[src/rtl/gesture_classify_scheduler_if.sv]
// rtl/gesture_classify_scheduler_if.sv - activity-map/classifier handshake bundle for the classify scheduler
interface gesture_classify_scheduler_if #(
    parameter int CNT_WIDTH_P = 16
);
    logic                   enable_i;
    logic                   event_accept_i;
    logic                   decay_triggered_i;
    logic                   classify_busy_i;
    logic                   classify_trigger_o;
    logic [1:0]             sched_state_o;
    logic [CNT_WIDTH_P-1:0] events_in_window_o;
    logic [7:0]             overrun_count_o;
    logic                   ack_error_o;

    modport master (
        output enable_i,
        output event_accept_i,
        output decay_triggered_i,
        output classify_busy_i,
        input  classify_trigger_o,
        input  sched_state_o,
        input  events_in_window_o,
        input  overrun_count_o,
        input  ack_error_o
    );

    modport slave (
        input  enable_i,
        input  event_accept_i,
        input  decay_triggered_i,
        input  classify_busy_i,
        output classify_trigger_o,
        output sched_state_o,
        output events_in_window_o,
        output overrun_count_o,
        output ack_error_o
    );
endinterface

[src/rtl/gesture_classify_scheduler.sv]
// rtl/gesture_classify_scheduler.sv - classification pass scheduler; GESTURE_SCHED_TIMEOUT_EN adds the idle-timeout path
module gesture_classify_scheduler #(
    parameter int EVENT_THRESH_P   = 64,
    parameter int MIN_EVENTS_P     = 8,
    parameter int TIMEOUT_CYCLES_P = 100000,
    parameter int ACK_TIMEOUT_P    = 8,
    parameter int CNT_WIDTH_P      = 16
) (
    input  logic                       clk_i,
    input  logic                       reset_n_i,
    gesture_classify_scheduler_if.slave sched_if
);
    typedef enum logic [1:0] {
        COLLECT   = 2'd0,
        FIRE      = 2'd1,
        WAIT_BUSY = 2'd2,
        WAIT_DONE = 2'd3
    } state_t;

    localparam int ACK_W = $clog2(ACK_TIMEOUT_P + 1);
    localparam logic [CNT_WIDTH_P-1:0] CNT_MAX  = {CNT_WIDTH_P{1'b1}};
    localparam logic [CNT_WIDTH_P-1:0] CNT_ONE  = CNT_WIDTH_P'(1);
    localparam logic [CNT_WIDTH_P-1:0] THRESH_C = CNT_WIDTH_P'(EVENT_THRESH_P);
    localparam logic [CNT_WIDTH_P-1:0] MIN_C    = CNT_WIDTH_P'(MIN_EVENTS_P);
    localparam logic [ACK_W-1:0]       ACK_LAST = ACK_W'(ACK_TIMEOUT_P - 1);

    state_t                 state_q, state_d;
    logic [CNT_WIDTH_P-1:0] cnt_q, cnt_d, cnt_inc;
    logic [ACK_W-1:0]       ack_cnt_q, ack_cnt_d;
    logic [7:0]             ovr_q, ovr_d;
    logic                   ovr_seen_q, ovr_seen_d;
    logic                   ack_err_q, ack_err_d;
    logic                   trig_q;
    logic                   fc;
    logic                   timeout_hit;
    logic                   low_count_timeout;
    logic                   ack_expired;
    logic                   waiting;

    assign cnt_inc = (sched_if.event_accept_i && (cnt_q != CNT_MAX)) ? cnt_q + CNT_ONE : cnt_q;

`ifdef GESTURE_SCHED_TIMEOUT_EN
    localparam int TMR_W = $clog2(TIMEOUT_CYCLES_P + 1);
    localparam logic [TMR_W-1:0] TMR_LAST = TMR_W'(TIMEOUT_CYCLES_P - 1);

    logic [TMR_W-1:0] timer_q, timer_d;

    assign timeout_hit = (state_q == COLLECT) && (timer_q == TMR_LAST);

    // Timer restarts at zero every time COLLECT is (re-)entered and whenever the window is discarded.
    always_comb begin
        timer_d = '0;
        if ((state_q == COLLECT) && (state_d == COLLECT) && sched_if.enable_i && !timeout_hit) begin
            timer_d = timer_q + TMR_W'(1);
        end
    end

    always_ff @(posedge clk_i) begin
        if (!reset_n_i) begin
            timer_q <= '0;
        end else begin
            timer_q <= timer_d;
        end
    end
`else
    assign timeout_hit = 1'b0;
`endif

    // Decision uses the registered count, so a coincident accept lands in the next window.
    assign fc = (cnt_q >= THRESH_C)
             || (sched_if.decay_triggered_i && (cnt_q >= MIN_C))
             || (timeout_hit && (cnt_q >= MIN_C));

    assign low_count_timeout = timeout_hit && (cnt_q < MIN_C);
    assign ack_expired       = (ack_cnt_q == ACK_LAST);
    assign waiting           = (state_q == WAIT_BUSY) || (state_q == WAIT_DONE);

    always_ff @(posedge clk_i) begin
        if (!reset_n_i) begin
            state_q <= COLLECT;
        end else begin
            state_q <= state_d;
        end
    end

    always_comb begin
        state_d = state_q;
        case (state_q)
            COLLECT: begin
                if (sched_if.enable_i && fc) begin
                    state_d = FIRE;
                end
            end
            FIRE: begin
                state_d = WAIT_BUSY;
            end
            WAIT_BUSY: begin
                if (sched_if.classify_busy_i) begin
                    state_d = WAIT_DONE;
                end else if (ack_expired) begin
                    state_d = COLLECT;
                end
            end
            WAIT_DONE: begin
                if (!sched_if.classify_busy_i) begin
                    state_d = COLLECT;
                end
            end
            default: begin
                state_d = COLLECT;
            end
        endcase
    end

    always_comb begin
        cnt_d      = cnt_inc;
        ack_cnt_d  = '0;
        ovr_d      = ovr_q;
        ovr_seen_d = ovr_seen_q;
        ack_err_d  = ack_err_q;
        case (state_q)
            COLLECT: begin
                if (!sched_if.enable_i) begin
                    cnt_d = '0;
                end else if (fc || low_count_timeout) begin
                    cnt_d = sched_if.event_accept_i ? CNT_ONE : '0;
                end
            end
            FIRE: begin
                ovr_seen_d = 1'b0;
            end
            WAIT_BUSY: begin
                ack_cnt_d = ack_cnt_q + ACK_W'(1);
                if (!sched_if.classify_busy_i && ack_expired) begin
                    ack_err_d = 1'b1;
                end
            end
            default: begin
            end
        endcase
        // At most one overrun is recorded per pass, however long fc stays asserted.
        if (waiting && fc && !ovr_seen_q) begin
            ovr_seen_d = 1'b1;
            if (ovr_q != 8'hFF) begin
                ovr_d = ovr_q + 8'd1;
            end
        end
    end

    always_ff @(posedge clk_i) begin
        if (!reset_n_i) begin
            cnt_q      <= '0;
            ack_cnt_q  <= '0;
            ovr_q      <= '0;
            ovr_seen_q <= 1'b0;
            ack_err_q  <= 1'b0;
            trig_q     <= 1'b0;
        end else begin
            cnt_q      <= cnt_d;
            ack_cnt_q  <= ack_cnt_d;
            ovr_q      <= ovr_d;
            ovr_seen_q <= ovr_seen_d;
            ack_err_q  <= ack_err_d;
            trig_q     <= (state_d == FIRE);
        end
    end

    assign sched_if.classify_trigger_o = trig_q;
    assign sched_if.sched_state_o      = state_q;
    assign sched_if.events_in_window_o = cnt_q;
    assign sched_if.overrun_count_o    = ovr_q;
    assign sched_if.ack_error_o        = ack_err_q;
endmodule

[src/flat_wrapper.sv]
// flat-port wrapper written by rule: the top's interface ports become plain ports
module gesture_classify_scheduler_flat 
#(
    parameter int EVENT_THRESH_P   = 64,
    parameter int MIN_EVENTS_P     = 8,
    parameter int TIMEOUT_CYCLES_P = 100000,
    parameter int ACK_TIMEOUT_P    = 8,
    parameter int CNT_WIDTH_P      = 16
)
  (clk_i, reset_n_i, sched_if_enable_i, sched_if_event_accept_i, sched_if_decay_triggered_i, sched_if_classify_busy_i, sched_if_classify_trigger_o, sched_if_sched_state_o, sched_if_events_in_window_o, sched_if_overrun_count_o, sched_if_ack_error_o);
  gesture_classify_scheduler_if #(.CNT_WIDTH_P(CNT_WIDTH_P)) sched_if_i ();
  input  logic clk_i;
  input  logic reset_n_i;
  input wire logic [$bits(sched_if_i.enable_i)-1:0] sched_if_enable_i;
  input wire logic [$bits(sched_if_i.event_accept_i)-1:0] sched_if_event_accept_i;
  input wire logic [$bits(sched_if_i.decay_triggered_i)-1:0] sched_if_decay_triggered_i;
  input wire logic [$bits(sched_if_i.classify_busy_i)-1:0] sched_if_classify_busy_i;
  output wire logic [$bits(sched_if_i.classify_trigger_o)-1:0] sched_if_classify_trigger_o;
  output wire logic [$bits(sched_if_i.sched_state_o)-1:0] sched_if_sched_state_o;
  output wire logic [$bits(sched_if_i.events_in_window_o)-1:0] sched_if_events_in_window_o;
  output wire logic [$bits(sched_if_i.overrun_count_o)-1:0] sched_if_overrun_count_o;
  output wire logic [$bits(sched_if_i.ack_error_o)-1:0] sched_if_ack_error_o;
  assign sched_if_i.enable_i = sched_if_enable_i;
  assign sched_if_i.event_accept_i = sched_if_event_accept_i;
  assign sched_if_i.decay_triggered_i = sched_if_decay_triggered_i;
  assign sched_if_i.classify_busy_i = sched_if_classify_busy_i;
  assign sched_if_classify_trigger_o = sched_if_i.classify_trigger_o;
  assign sched_if_sched_state_o = sched_if_i.sched_state_o;
  assign sched_if_events_in_window_o = sched_if_i.events_in_window_o;
  assign sched_if_overrun_count_o = sched_if_i.overrun_count_o;
  assign sched_if_ack_error_o = sched_if_i.ack_error_o;
  gesture_classify_scheduler #(.EVENT_THRESH_P(EVENT_THRESH_P), .MIN_EVENTS_P(MIN_EVENTS_P), .TIMEOUT_CYCLES_P(TIMEOUT_CYCLES_P), .ACK_TIMEOUT_P(ACK_TIMEOUT_P), .CNT_WIDTH_P(CNT_WIDTH_P)) u_core (.clk_i(clk_i), .reset_n_i(reset_n_i), .sched_if(sched_if_i));
endmodule
[config.mk]
export PLATFORM = sky130hd
export DESIGN_NAME = gesture_classify_scheduler_flat
export DESIGN_NICKNAME = d
export VERILOG_FILES = /design/src/rtl/gesture_classify_scheduler_if.sv /design/src/rtl/gesture_classify_scheduler.sv /design/src/flat_wrapper.sv
export SDC_FILE = /design/constraint.sdc
export NUM_CORES = 1
export LEC_CHECK = 0
export CORE_MARGIN = 8
export CORE_UTILIZATION = 47
export DETAILED_ROUTE_END_ITERATION = 7
export DONT_BUFFER_PORTS = 1
export SYNTH_ARGS = -nofsm -noshare
export SYNTH_HDL_FRONTEND = slang
export SYNTH_SLANG_ARGS = --single-unit
[constraint.sdc]
create_clock -name clk_i -period 1.8 [get_ports clk_i]
set_input_delay 0.27 -clock clk_i [delete_from_list [all_inputs] [get_ports clk_i]]
set_output_delay 0.27 -clock clk_i [all_outputs]
set_load 0.05 [all_outputs]
Yosys cells after proc, flatten, opt, wreduce, memory -nomap -nowiden
Cells that the tools add are included.
{ "totals": {"reg_bits": 33, "output_inout_bits": 28, "elab_cells": 46} }
{ "op_classes": {"n_addsub": 3, "order_cmp": 2, "n_eq_ne": 7, "n_mux": 12, "n_reduce_logical": 15} }
{ "ops": {"columns": ["operator", "count"], "rows": [
  ["two-way mux 16 bit", 4],
  ["adder 16 x 1 -> 16 bit (second input constant)", 1],
  [">= comparator 16 x 4 -> 1 bit (second input constant)", 1],
  [">= comparator 16 x 7 -> 1 bit (second input constant)", 1],
  ["inequality test 16 bit (second input constant)", 1],
  ["adder 8 x 1 -> 8 bit (second input constant)", 1],
  ["two-way mux 2 bit", 4],
  ["inequality test 8 bit (second input constant)", 1],
  ["one-hot mux 2 bit (4 select lines)", 1],
  ["logical AND 1 bit", 6],
  ["AND reduction 2 bit", 3],
  ["adder 4 x 1 -> 4 bit (second input constant)", 1],
  ["equality test 2 x 1 -> 1 bit (second input constant)", 2],
  ["equality test 2 bit (second input constant)", 2],
  ["equality test 4 x 3 -> 1 bit (second input constant)", 1],
  ["two-way mux 1 bit", 3],
  ["logical NOT 1 bit", 2],
  ["logical NOT 2 bit", 1],
  ["logical OR 1 bit", 2],
  ["nonzero test 2 bit", 1]
]} }

Logic depth before layout (Yosys ltp)
Gate-level depths: netlist of the first run.
{ "logic_depth": {"ltp_word": 7, "ltp_mapped": 6, "mapped_depth_nobuf": 6} }

Least setup slack after synthesis of the first run
Ideal clock, no wire load.
{ "synth_timing": {"path_kind": "register to register", "start": "reg u_core.ovr_q[0] (netlist: u_core.sched_if.overrun_count_o[0])", "end": "reg u_core.ovr_q[1] (netlist: u_core.sched_if.overrun_count_o[1])", "arrival_ns": 1.721, "t_required_ns": 1.684, "path_slack_ns": -0.037, "stages_incl_launch_ff": 7, "period_less_slack_ns": 1.837, "cell_sequence": "dfxtp_1 ha_1 nand3_2 o2111ai_4 buf_6 nor2_1 a31o_2"} }
{ "synth_via": {"elab_chain_len": 2, "word_cells_on_any_way": 3} }
{ "synth_rtl": {"columns": ["element", "line_no", "source"], "rows": [
  ["from (decl)", "gesture_classify_scheduler.sv:30", "logic [7:0] ovr_q, ovr_d;"],
  ["from (signal assigned)", "gesture_classify_scheduler.sv:161", "ovr_q <= ovr_d;"],
  ["branches (longest 2 deep; another with adder 8 x 1 -> 8 bit)", null, null]
]} }
Parallel ways; which one is timed is not known.
A chain may end at the register's enable or synchronous reset.

Worst setup path in the final report of the first run
{ "layout_timing": {"start": "reg u_core.cnt_q[10] (netlist: u_core.sched_if.events_in_window_o[10])", "end": "reg u_core.ovr_q[1] (netlist: u_core.sched_if.overrun_count_o[1])"} }
{ "layout_via": {"elab_chain_len": 6, "word_cells_on_any_way": 7} }
{ "layout_rtl": {"columns": ["element", "line_no", "source"], "rows": [
  ["from (decl)", "gesture_classify_scheduler.sv:28", "logic [CNT_WIDTH_P-1:0] cnt_q, cnt_d, cnt_inc;"],
  ["from (signal assigned)", "gesture_classify_scheduler.sv:159", "cnt_q <= cnt_d;"],
  [">= comparator 16 x 4 -> 1 bit", "gesture_classify_scheduler.sv:71", "|| (sched_if.decay_triggered_i && (cnt_q >= MIN_C))"],
  ["logical AND 1 bit", "gesture_classify_scheduler.sv:71", null],
  ["logical OR 1 bit (*)", "gesture_classify_scheduler.sv:71", null],
  ["logical AND 1 bit (*) (2 in series)", "gesture_classify_scheduler.sv:142", "if (waiting && fc && !ovr_seen_q) begin"],
  ["AND reduction 2 bit (no source line) (*)", null, null]
]} }
Mark *: on every way between the ends. The rest lies on a longest branch, timed or not.

==> results.md, run 1 <==
* IO Pins at 34
* DP HPWL at 2.79 mm
* Antenna-violating nets left at 0
* Die height at 74.5 um
* GRT met1 Usage at 14.4%
* Crit Path Class: reg2reg
* Leading cell type in the layout, fill and taps excluded: buf_4
* Simple-gate share of the synthesized area at 27.0%
* CP endpoint kind: register
* Met2 Use GR at 25.0%
* Hold WC Path Type: in2reg
* Synthesis-stage register bit count at 33
* GR peak layer: met2
* FF-to-FF setup slack at 0.12 ns
* Die footprint at 5560 um^2
* Clk_skew at 0.0148 ns
* Max-slew headroom at the worst pin at 66.0%
* Final hold violation count at 0
* Adder-Cell Fraction of Synth Area at 3.11%
* Fin crit period at 1.68 ns
* Worst path required time at 2.04 ns
* FMAX at 0.594 GHz
* Antenna Cells at 0
* Register area share after synthesis at 41.0%
* Number of global-route vias before repair at 1,407
* Grt ovf at 0
* M3 GR Usage at 6.47%
* Synth Area in Compound Gates at 15.0%
* Iteration count of the initial detailed-routing pass at 4
* Core area at 3310 um^2
* CP cell instances: nor4_1 > nand4_2 > o2111ai_4 > buf_4 > nor2_1 > a31o_2
* CP Launch Type: register
* Via count at 1,369
* Leakage at 0.703 nW
* CP max-delay cell: nor4_1
* CTS H-tree lvls at 2
* Cts bufs inserted at 5
* CP max stage delay at 0.37 ns
* DR WL/cell at 14.2 um
* Cell Pwr Density at 608 nW/um^2
* WL final at 3.60 mm
* Max-cap violations at 0
* Initial antenna violation count at 0
* TritonCTS clock tree: built
* Global-route wire length before repair at 6.16 mm
* Worst Tran Pin Value at 0.502 ns
* Overall die width at 74.5 um
* Period utilisation layout at 93.5%
* Final Cell Area at 1920 um^2
* Worst-path clk slew at 0.11 ns
* Mux cell area share after synthesis at 1.24%
* FFs w/ async S/R, synth at 0%
* IR drop worst, VDD at 0.389 mV
* Synth unique cells at 42
* Post-DP Area at 1850 um^2
* Crit-path max FO at 11
* Top_reg_cell synth: dfxtp_1
* Xor and xnor area share after synthesis at 8.70%
* Setup_tns at 0 ns
* Drt drc at 0
* Clock Latency Late Sink at 0.34 ns
* Ys Warns at 0
* Post-Syn Nets at 189
* Final setup vio count at 0
* FP Rows at 21
* Initial core utilization at 48.6%
* Most frequent cells in the layout: buf_4 (29), dfxtp_1 (24), nor2_1 (22)
* Syn avg cell area at 9.00 um^2
* DRT iter0 DRCs at 48
* All-layer global routing usage at 14.4%
* GPL Wtd Cong at 0.813
* I/O Buffers at 0
* Syn Std Cell Area at 1610 um^2
* Largest net degree at the start of global routing at 19
* Layout cells sized above 1 at 27.4%
* Area delta synth->final at 19.0%
* Via/cell ratio at 5.39
* # clock sinks at 33
* Max Buffers Root-to-Sink at 2
* Post-synth EDFFs at 0
* Largest family of logic cells by synthesized area: simple AND/OR/NAND/NOR gates
* Max-slew violation count at 0
* Outcome: completed
* Worst EP arrival at 1.92 ns
* Post-Syn Instances at 179
* CTS root buf: clkbuf_4
* Layout Nets at 217
==> worst max-delay path, delay by kind of cell, from the launching register on <==
| family | cells | cell delay [ns] |
|---|---|---|
| AND/OR/NAND/NOR | 3 | 0.64 |
| AO/OA/AOI/OAI | 2 | 0.38 |
| flip-flops | 1 | 0.36 |
| buffers and inverters | 1 | 0.20 |
==> through the flow <==
stage	power, mW	hold WS [ns]	instances	worst slack [ns]	utilization (%)
after global routing	1.23	0.0133	254	-0.0128	57.9
after floorplan	0.777	0.385	179	-0.00227	-
after detailed placement	0.780	0.399	246	0.0554	56.0
after global placement	0.779	0.392	246	0.106	56.0
after CTS	1.19	0.0329	254	0.0399	57.5
final	1.16	0.0479	254	0.117	57.9
==> kinds of logic (layout without fill, tap and decap cells) <==
| logic type | count (synthesis) | count (layout) |
|---|---|---|
| and+or+nand+nor | 80 | 80 |
| muxes | 2 | 2 |
| DFF | 33 | 33 |
| buffers and inverters | 13 | 42 |
| xor gates and xnor gates | 16 | 16 |
| adders and majority gates | 4 | 4 |
| AOI/OAI and AO/OA | 31 | 31 |
==> flip-flops by register name, indices dropped and copies added (netlist names) <==
register and count:
u_core.sched_if.sched_state_o 2, u_core.sched_if.events_in_window_o 16, u_core.ovr_seen_q 1, u_core.sched_if.overrun_count_o 8
u_core.sched_if.ack_error_o 1, u_core.ack_cnt_q 4, u_core.sched_if.classify_trigger_o 1
==> synthesized netlist by cell type, types with 2 or more instances <==
| master | instances | area share [%] |
|---|---|---|
| a21boi_0 | 2 | 0.93 |
| a21boi_1 | 4 | 1.9 |
| a31o_2 | 2 | 1.1 |
| a31oi_1 | 3 | 1.2 |
| and2_1 | 4 | 1.6 |
| and3_1 | 4 | 1.6 |
| and4_1 | 4 | 2.2 |
| buf_2 | 5 | 1.6 |
| clkbuf_1 | 2 | 0.47 |
| dfxtp_1 | 33 | 41 |
| ha_1 | 4 | 3.1 |
| inv_1 | 5 | 1.2 |
| mux2i_1 | 2 | 1.2 |
| nand2_1 | 15 | 3.5 |
| nand2b_1 | 4 | 1.6 |
| nand3_1 | 8 | 2.5 |
| nand3_2 | 2 | 1.2 |
| nand4_1 | 3 | 1.2 |
| nor2_1 | 22 | 5.1 |
| nor4_1 | 2 | 0.78 |
| o2111ai_1 | 3 | 1.6 |
| o211ai_1 | 2 | 0.93 |
| o21a_1 | 2 | 0.93 |
| o21ai_0 | 5 | 1.6 |
| o31ai_1 | 4 | 1.9 |
| or3_1 | 2 | 0.78 |
| or4_1 | 2 | 0.93 |
| xnor2_1 | 5 | 2.7 |
| xor2_1 | 11 | 6.0 |
==> timing repair <==
item	4_1_cts	5_1_grt
hold buffers	0	0
gates resized for setup	0	3
setup endpoints to repair	0	10
setup buffers	0	0
==> per-layer routing <==
| metal | vias to the layer above | wire, um |
|---|---|---|
| met3 | 6 | 291 |
| met4 | 0 | 63 |
| met2 | 32 | 1830 |
| li1 | 689 | - |
| met1 | 642 | 1420 |
| met5 | - | 0 |
==> power breakdown <==
part           leakage [nW]  switching, mW  total, mW  internal, mW
clock                0.0320          0.253      0.402         0.149
combinational         0.401         0.0179     0.0305        0.0125
sequential            0.270        0.00155      0.733         0.731
total                 0.703          0.273       1.16         0.892
==> path summary, 6_finish.rpt <==
check                           cells after the start                            endpoint                              startpoint
worst max register to register                      6  u_core.sched_if.overrun_count_o[1]  u_core.sched_if.events_in_window_o[10]
worst min register to register                      1                 u_core.ack_cnt_q[0]                     u_core.ack_cnt_q[0]
worst min-delay path                                1  u_core.sched_if.overrun_count_o[0]                               reset_n_i
worst max-delay path                                6  u_core.sched_if.overrun_count_o[1]  u_core.sched_if.events_in_window_o[10]
==> area by class of cell <==
class	instances	area (um^2)
clock buffers	6	41.3
clock inverters	2	10.0
fillers	334	1390
inverters	5	18.8
multi-input cells	133	900
flip-flops and latches	33	672
well taps	46	57.6
repair buffers	29	218
Note: power is estimated with default switching activity, not from simulation.
==> run 2, diff against run 1 <==
CELL_PAD_IN_SITES_DETAIL_PLACEMENT = 0   (was default)
CELL_PAD_IN_SITES_GLOBAL_PLACEMENT = 2   (was default)
CORE_MARGIN = 2   (was 8)
CORE_UTILIZATION = 37   (was 47)
PLACE_DENSITY_LB_ADDON = 0.1   (was default)
SLEW_MARGIN = 5   (was default)
==> results.md, run 2 (synthesis results as in run 1) <==
* Most frequent cells in the layout: buf_4 (30), dfxtp_1 (24), nor2_1 (22) (was buf_4 (29), dfxtp_1 (24), nor2_1 (22))
* Max reg flops at 16 (unchanged)
* Fin Hold WS at 0.113 ns (was 0.0479 ns)
* All-layer global routing usage at 15.8% (was 14.4%)
* Leakage at 0.734 nW (was 0.703 nW)
* Layout Nets at 218 (was 217)
* Number of global-route vias before repair at 1,334 (was 1,407)
* Cell Pwr Density at 695 nW/um^2 (was 608 nW/um^2)
* Antenna Cells at 0 (unchanged)
* Crit Path Class: reg2reg (unchanged)
* Overall die width at 70.0 um (was 74.5 um)
* Antenna-violating nets left at 0 (unchanged)
* CP Launch Type: register (unchanged)
* TritonCTS clock tree: built (unchanged)
* IO Pins at 34 (unchanged)
* Crit-path max FO at 9 (was 11)
* CTS root buf: clkbuf_8 (was clkbuf_4)
* CP endpoint kind: register (unchanged)
* Via count at 1,407 (was 1,369)
* FP Rows at 23 (was 21)
* Clk_skew at 0.00315 ns (was 0.0148 ns)
* IR drop worst, VDD at 0.331 mV (was 0.389 mV)
* Reg-to-Reg End: u_core.sched_if.events_in_window_o[12] (was u_core.sched_if.overrun_count_o[1])
* Worst Tran Pin Value at 0.555 ns (was 0.502 ns)
* R2R depth at 5 (was 6)
* Grt ovf at 0 (unchanged)
* Initial core utilization at 39.4% (was 48.6%)
* Via/cell ratio at 5.43 (was 5.39)
* Leading cell type in the layout, fill and taps excluded: buf_4 (unchanged)
* Area delta synth->final at 22.5% (was 19.0%)
* Final hold violation count at 0 (unchanged)
* Hold Path Depth at 1 (unchanged)
* Global-route wire length before repair at 6.30 mm (was 6.16 mm)
* CTS Hold Buffers Added at 0 (unchanged)
* Worst Hold Launch: reset_n_i (unchanged)
* Period utilisation layout at 96.1% (was 93.5%)
* CTS H-tree lvls at 2 (unchanged)
* Max Buffers Root-to-Sink at 2 (unchanged)
* FILL cells at 394 (was 334)
* WL final at 3.72 mm (was 3.60 mm)
* Max-slew headroom at the worst pin at 62.5% (was 66.0%)
* # clock sinks at 33 (unchanged)
* Min-Delay Endpoint: u_core.sched_if.overrun_count_o[0] (unchanged)
* Die height at 70.0 um (was 74.5 um)
* Total power at 1.37 mW (was 1.16 mW)
* DRT iter0 DRCs at 75 (was 48)
* RSZ-0062 raised after global routing: false
* Worst EP arrival at 1.94 ns (was 1.92 ns)
* Iteration count of the initial detailed-routing pass at 4 (unchanged)
* Hold WC Path Type: in2reg (unchanged)
* Fin crit period at 1.73 ns (was 1.68 ns)
* Worst reg2reg startpoint: u_core.sched_if.events_in_window_o[5] (was u_core.sched_if.events_in_window_o[10])
* Die footprint at 4900 um^2 (was 5560 um^2)
* I/O Buffers at 0 (unchanged)
* Initial antenna violation count at 0 (unchanged)
* DP HPWL at 2.77 mm (was 2.79 mm)
* Max-cap violations at 0 (unchanged)
* Worst-path clk slew at 0.07 ns (was 0.11 ns)
* Drt drc at 0 (unchanged)
* Cts bufs inserted at 5 (unchanged)
* Clock Latency Late Sink at 0.28 ns (was 0.34 ns)
* Max-slew violation count at 0 (unchanged)
* Largest net degree at the start of global routing at 19 (unchanged)
* Outcome: completed (unchanged)
* GPL Wtd Cong at 0.812 (was 0.813)
* Layout cells sized above 1 at 27.3% (was 27.4%)
* FF-to-FF setup slack at 0.07 ns (was 0.12 ns)
* DR WL/cell at 14.4 um (was 14.2 um)
* Worst path required time at 2.01 ns (was 2.04 ns)
* Core area at 4090 um^2 (was 3310 um^2)
* FMAX at 0.578 GHz (was 0.594 GHz)
* Final setup vio count at 0 (unchanged)
-- run 2: cell count changes in the layout (fill, tap and decap cells not counted), sizes merged --
cell    change
clkbuf      +1
clkinv      -1
buf         +1
-- run 2: per-layer routing --
layer | vias up | track usage (%) | part of all wire [%]
met5 | - | 0 | 0
met4 | 0 | 5.77 | 1.2
met3 | 5 | 4.91 | 6.3
met2 | 41 | 24.6 | 44
met1 | 669 | 20.6 | 48
li1 | 692 | - | -
-- run 2: area by class of cell --
class	instances	area (um^2)	area share (%)
clock buffers	7	96.3	4.88
clock inverters	1	5.00	0.254
flip-flops and latches	33	672	34.1
repair buffers	30	225	11.4
multi-input cells	133	893	45.3
inverters	5	18.8	0.951
well taps	50	62.6	3.17
-- run 2: repair_timing --
item,in CTS,in global routing
setup buffers,0,0
gates resized for setup,0,1
setup endpoints to repair,0,6
-- run 2: where the power goes --
part | internal [mW] | switching (mW)
Combinational | 0.0121 | 0.0184
Sequential | 0.731 | 0.00180
Clock | 0.345 | 0.263
Total | 1.09 | 0.283
-- run 2: worst max-delay path: stages, from the launching register on --
cell and delay, ns:
dfxtp_1 0.34, o31ai_1 0.41, nand4_2 0.23, o21a_1 0.35
buf_4 0.21, nor2_1 0.11
-- run 2: worst max-delay path by stage --
stage | from | to | slack (ns)
floorplan | u_core.sched_if.overrun_count_o[4] | u_core.sched_if.overrun_count_o[1] | -0.002
global placement | u_core.sched_if.events_in_window_o[9] | u_core.sched_if.events_in_window_o[7] | 0.02
detailed placement | u_core.sched_if.events_in_window_o[9] | u_core.sched_if.events_in_window_o[12] | 0.11
CTS | u_core.sched_if.events_in_window_o[9] | u_core.sched_if.events_in_window_o[12] | 0.07
global route | u_core.sched_if.events_in_window_o[3] | u_core.sched_if.overrun_count_o[7] | 0.002
finish | u_core.sched_if.events_in_window_o[5] | u_core.sched_if.events_in_window_o[12] | 0.07
-- run 2: stage by stage --
stage / worst slack (ns) / instances / utilization (%) / area [um^2] / TNS (ns)
floorplan: -0.00227 / 179 / - / 1620 / -0.00227
global placement: 0.0207 / 251 / 45.7 / 1870 / 0
detailed placement: 0.105 / 251 / 45.7 / 1870 / 0
CTS: 0.0666 / 259 / 48.1 / 1970 / 0
global route: 0.00153 / 259 / 48.3 / 1970 / 0
finish: 0.0706 / 259 / 48.3 / 1970 / 0
==> run 3, diff against run 2 <==
CAP_MARGIN = 10   (was default)
HOLD_SLACK_MARGIN = 0.08   (was default)
==> results of run 3 <==
Final layout, timing and power as in run 2 (identical DEF).
